<file path="src/rtl/stump_control.sv">
// Stump control unit: FETCH/EXECUTE/MEMORY sequencer driving the datapath
// controls decoded from the current state, the instruction register and the stored flags.
module stump_control (
    input  logic        clk_i,
    input  logic        rst_i,
    input  logic [15:0] ir_i,
    input  logic [3:0]  cc_i,
    output logic [1:0]  state_o,
    output logic        fetch_o,
    output logic        ir_en_o,
    output logic        addr_en_o,
    output logic [2:0]  alu_func_o,
    output logic        cc_en_o,
    output logic [2:0]  src_a_o,
    output logic [2:0]  src_b_o,
    output logic [2:0]  dest_o,
    output logic        reg_write_o,
    output logic        opb_sel_o,
    output logic [1:0]  ext_op_o,
    output logic [1:0]  shift_op_o,
    output logic        wb_sel_o,
    output logic        mem_ren_o,
    output logic        mem_wen_o,
    output logic        branch_taken_o
);

    typedef enum logic [1:0] {
        ST_FETCH   = 2'b00,
        ST_EXECUTE = 2'b01,
        ST_MEMORY  = 2'b10,
        ST_ILLEGAL = 2'b11
    } state_e;

    state_e state_q;
    state_e state_d;

    logic [2:0] op_s;
    logic       type_s;
    logic       s_bit_s;
    logic [2:0] dst_s;
    logic [2:0] fld_a_s;
    logic [2:0] fld_b_s;
    logic [1:0] shift_s;
    logic [3:0] cond_s;
    logic       is_load_s;
    logic       cond_true_s;

    // Branch condition over the stored flags {N,Z,V,C}.
    function automatic logic cond_eval(input logic [3:0] cond, input logic [3:0] flags);
        logic n;
        logic z;
        logic v;
        logic c;
        logic r;
        n = flags[3];
        z = flags[2];
        v = flags[1];
        c = flags[0];
        case (cond)
            4'h0:    r = 1'b1;
            4'h1:    r = 1'b0;
            4'h2:    r = !c && !z;
            4'h3:    r = c || z;
            4'h4:    r = !c;
            4'h5:    r = c;
            4'h6:    r = !z;
            4'h7:    r = z;
            4'h8:    r = !v;
            4'h9:    r = v;
            4'hA:    r = !n;
            4'hB:    r = n;
            4'hC:    r = (n == v);
            4'hD:    r = (n != v);
            4'hE:    r = !z && (n == v);
            4'hF:    r = z || (n != v);
            default: r = 1'b0;
        endcase
        return r;
    endfunction

    assign op_s        = ir_i[15:13];
    assign type_s      = ir_i[12];
    assign s_bit_s     = ir_i[11];
    assign dst_s       = ir_i[10:8];
    assign fld_a_s     = ir_i[7:5];
    assign fld_b_s     = ir_i[4:2];
    assign shift_s     = ir_i[1:0];
    assign cond_s      = ir_i[11:8];
    assign is_load_s   = ir_i[11];
    assign cond_true_s = cond_eval(cond_s, cc_i);
    assign state_o     = state_q;

    // State register; reset forces FETCH without waiting for a clock edge.
    always_ff @(posedge clk_i or posedge rst_i) begin
        if (rst_i) begin
            state_q <= ST_FETCH;
        end else begin
            state_q <= state_d;
        end
    end

    // Next-state and datapath control decode.
    always_comb begin
        state_d        = ST_FETCH;
        fetch_o        = 1'b0;
        ir_en_o        = 1'b0;
        addr_en_o      = 1'b0;
        alu_func_o     = 3'b000;
        cc_en_o        = 1'b0;
        src_a_o        = 3'd0;
        src_b_o        = 3'd0;
        dest_o         = 3'd0;
        reg_write_o    = 1'b0;
        opb_sel_o      = 1'b0;
        ext_op_o       = 2'b00;
        shift_op_o     = 2'b00;
        wb_sel_o       = 1'b0;
        mem_ren_o      = 1'b0;
        mem_wen_o      = 1'b0;
        branch_taken_o = 1'b0;
        case (state_q)
            ST_EXECUTE: begin
                if (op_s <= 3'b101) begin
                    state_d     = ST_FETCH;
                    alu_func_o  = op_s;
                    src_a_o     = fld_a_s;
                    dest_o      = dst_s;
                    reg_write_o = 1'b1;
                    cc_en_o     = s_bit_s;
                    if (type_s) begin
                        opb_sel_o  = 1'b1;
                        ext_op_o   = 2'b00;
                        shift_op_o = 2'b00;
                    end else begin
                        src_b_o    = fld_b_s;
                        shift_op_o = shift_s;
                        opb_sel_o  = 1'b0;
                    end
                end else if (op_s == 3'b110) begin
                    // Address = A + (B or imm5); the transfer itself happens in MEMORY.
                    state_d    = ST_MEMORY;
                    alu_func_o = 3'b000;
                    src_a_o    = fld_a_s;
                    addr_en_o  = 1'b1;
                    if (type_s) begin
                        opb_sel_o = 1'b1;
                        ext_op_o  = 2'b00;
                    end else begin
                        src_b_o   = fld_b_s;
                        opb_sel_o = 1'b0;
                    end
                end else begin
                    state_d = ST_FETCH;
                    if (type_s && cond_true_s) begin
                        branch_taken_o = 1'b1;
                        src_a_o        = 3'd7;
                        dest_o         = 3'd7;
                        reg_write_o    = 1'b1;
                        alu_func_o     = 3'b000;
                        opb_sel_o      = 1'b1;
                        ext_op_o       = 2'b01;
                    end else begin
                        branch_taken_o = 1'b0;
                    end
                end
            end
            ST_MEMORY: begin
                state_d = ST_FETCH;
                src_a_o = fld_a_s;
                src_b_o = fld_b_s;
                if (is_load_s) begin
                    mem_ren_o   = 1'b1;
                    wb_sel_o    = 1'b1;
                    dest_o      = dst_s;
                    reg_write_o = 1'b1;
                end else begin
                    // Store data is read through port A.
                    mem_wen_o = 1'b1;
                    src_a_o   = dst_s;
                end
            end
            default: begin
                // FETCH, and the unreachable encoding 11, fetch and bump the PC.
                state_d     = ST_EXECUTE;
                fetch_o     = 1'b1;
                mem_ren_o   = 1'b1;
                ir_en_o     = 1'b1;
                src_a_o     = 3'd7;
                dest_o      = 3'd7;
                reg_write_o = 1'b1;
                alu_func_o  = 3'b000;
                opb_sel_o   = 1'b1;
                ext_op_o    = 2'b10;
            end
        endcase
    end

endmodule

</file>
<file path="config.mk">
export PLATFORM = sky130hd
export DESIGN_NAME = stump_control
export DESIGN_NICKNAME = d
export VERILOG_FILES = /design/src/rtl/stump_control.sv
export SDC_FILE = /design/constraint.sdc
export NUM_CORES = 1
export LEC_CHECK = 0
export ABC_AREA = 1
export ABC_CLOCK_PERIOD_IN_PS = 2400
export CAP_MARGIN = 20
export CORE_ASPECT_RATIO = 0.8
export CORE_MARGIN = 3
export CORE_UTILIZATION = 37
export CTS_BUF_LIST = sky130_fd_sc_hd__clkbuf_8
export DETAILED_ROUTE_END_ITERATION = 8
export PLACE_DENSITY = 0.95
export SLEW_MARGIN = 15
export SYNTH_ARGS = -nofsm -noshare
export SYNTH_HDL_FRONTEND = slang
export SYNTH_SLANG_ARGS = --single-unit
export TNS_END_PERCENT = 50
</file>
<file path="constraint.sdc">
create_clock -name clk_i -period 2.4 [get_ports clk_i]
set_input_delay 0.48 -clock clk_i [delete_from_list [all_inputs] [get_ports clk_i]]
set_output_delay 0.48 -clock clk_i [all_outputs]
set_load 0.02 [all_outputs]
</file>
==> reports/summary.txt <==
run status - complete, no violations
Iter 0 DRT Violations - 65
max FFs per register - 2
CTS Sinks - 2
top cells by area, synth - nand2_1 23%, inv_1 15%, nor2_1 13%
Final ANT Viol Nets - 0
Placed Area - 0.00131 mm2
via count - 1181
vias per cell - 5.39
vias in the first global route - 1255
Net Count, Synth - 150
met2 WL - 1830 um
hpwl dp - 2390 um
RSZ-0062 raised after global routing - true
Die Ht - 43.4 um
worst ir drop on vdd - 0.630 mV
yosys warns - 0
Total Routing Usage GR - 35.1%
WL met1 - 1350 um
Clock Skews - 0.00192 ns
Synth area leader - nand2_1
clk_lat worst skew - 0.21 ns
critical path arrival - 1.91 ns
first-pass GRT wire length - 5920 um
overall power - 1140 uW
CTS tree - yes
placed cells - 216
Yosys cell types - 20
top layer in use - met4
critical path, cell by cell - clkdlybuf4s50_1 -> nand2_1 -> nor2_2 -> inv_1 -> o21bai_4 -> nand3_2 -> nand2_1 -> inv_1 -> buf_2
crit share post-route - 99.5%
drt total wl - 3750 um
Starting Density - 42.7%
Hold WC Path Type - in2async
Final Cell Area - 0.00131 mm2
core area - 0.00152 mm2
worst stage delay on the critical path - 0.51 ns
Die Footprint - 0.00229 mm2
Die X - 52.7 um
initial antenna violation count - 0
Startpoint Class - primary input
most common cell after layout, fill and taps aside - nand2_1
Area Overhead vs Synth - 103%
grt total ovfl - 0
final slew viol count - 0
cts bufs inserted - 3
# diodes - 0
CP Launch Point - ir_i[12]
share of cells above drive strength 1 - 34.3%
crit end category - output pin
root buffer cell - clkbuf_8
Worst Path Required - 1.92 ns
Seq/Total Area, Yosys - 7.74%
Seq cells post-synth - 2
reg2reg start - state_o[1]$_DFF_PP0_
Rel. slew slack - 81.7%
r2r setup slk - 1.10 ns
Cell Count, Final, Fillers Out - 219
Final setup viols - 0
post-synthesis area per instance - 5.13 um2
cell area after synthesis - 647 um2
H-tree Lvls - 1
top-area cell type share of the netlist area - 23.2%
most frequent cells in the layout - 37 x nand2_1, 24 x inv_1, 23 x buf_4, 19 x clkdlybuf4s50_1, 16 x nor2_1
Pwr per Cell Area - 867 mW/mm2
cell family with most CP delay - buffers and inverters
Maximum Capacitance Violations - 0
residual DRC count - 0
Port Buffer Count - 49
RD Place Congestion - 0.903
post-synthesis cell count - 126
nets@finish - 224
fmax - 419 MHz
worst-path fanout max - 3
largest net degree at the start of global routing - 10
P_leak - 0.000800 uW
Buf/Inv on CP - 4
final hold viol count - 0
WL/cell - 17.1 um
slowest stage cell, crit path - clkdlybuf4s50_1
length of the first detailed-routing pass in iterations - 4
clk slew on worst S/H paths - 0.03 ns
Clock Tree Buf Depth - 2
met3 WL - 314 um
Worst Tran Pin Value - 0.272 ns
io pins - 50
WS Path Type - in2out
final worst path period need - 2.39 ns
standard-cell rows - 12
per-stage QoR:
| step | TNS [ns] | setup WS [ns] | hold WS [ns] | util, % |
|---|---|---|---|---|
| floorplan | 0 | 0.342 | 0.221 | - |
| global placement | -5.60 | -0.462 | 0.637 | 86.4 |
| detailed placement | -7.00 | -0.605 | 0.667 | 86.4 |
| CTS | -0.0748 | -0.0537 | 0.460 | 89.1 |
| global route | -0.135 | -0.0483 | 0.486 | 86.6 |
| finish | 0 | 0.0124 | 0.468 | 86.6 |
path summary, 6_finish.rpt:
check	cells after the start	end
setup / recovery	9	dest_o[1]
hold / removal	2	state_o[0]$_DFF_PP0_
setup reg to reg	5	state_o[1]$_DFF_PP0_
hold reg to reg	1	state_o[0]$_DFF_PP0_
max in group asynchronous	2	state_o[1]$_DFF_PP0_
min in group clk_i	1	state_o[0]$_DFF_PP0_
cell families (layout without fill, tap and decap cells):
kind of cell               Yosys count  count (layout)  share of synthesized area, %
and+or+nand+nor                     84              84                          59.4
buffers and inverters               31             103                          20.3
adders and majority gates            2               2                          3.87
AOI/OAI and AO/OA                    7               7                          8.70
DFF                                  2               2                          7.74
what timing repair did:
action,CTS,global route
hold buffers,0,0
gates resized for setup,56,35
pin swaps,1,1
setup buffers,0,0
endpoints found under the hold margin,0,0
setup endpoints to repair,21,20
worst reg2reg max path, stage by stage, from the launching register on:
cell and delay, ns:
dfrtp_1 0.40, inv_1 0.07, ha_1 0.25, inv_1 0.12
buf_4 0.16, nor3_1 0.19
routing by layer:
| layer | global-route usage (%) | vias to the layer above |
|---|---|---|
| met3 | 8.59 | 28 |
| met1 | 35.9 | 531 |
| met4 | 23.5 | 0 |
| met5 | 0 | - |
| li1 | - | 527 |
| met2 | 62.4 | 95 |
cell usage after synthesis:
cell type  number
inv_1          26
nand3_2         5
o22ai_1         1
nor2_1         23
nand3_1         8
o21ai_0         2
nor2_2          1
nand4_1         3
buf_6           1
nand2_1        40
a21oi_1         1
o31ai_1         1
inv_2           2
dfrtp_1         2
buf_4           2
nor3_1          3
ha_1            2
o21bai_4        1
nand3_4         1
a21oi_2         1
area by class of cell:
class	count	area, um2
Multi-Input combinational cell	93	513
Tap cell	21	26.3
Clock buffer	3	41.3
Sequential cell	2	50.0
Fill cell	85	204
Inverter	28	105
Timing Repair Buffer	72	577
where the power goes:
part,total (uW),switching (uW),leakage [uW],internal [uW]
logic,944,579,0.000753,365
clock network,139,32.1,0.0000216,107
registers,55.0,10.9,0.0000254,44.1
total,1140,622,0.000800,516
(Power assumes the default switching activity.)
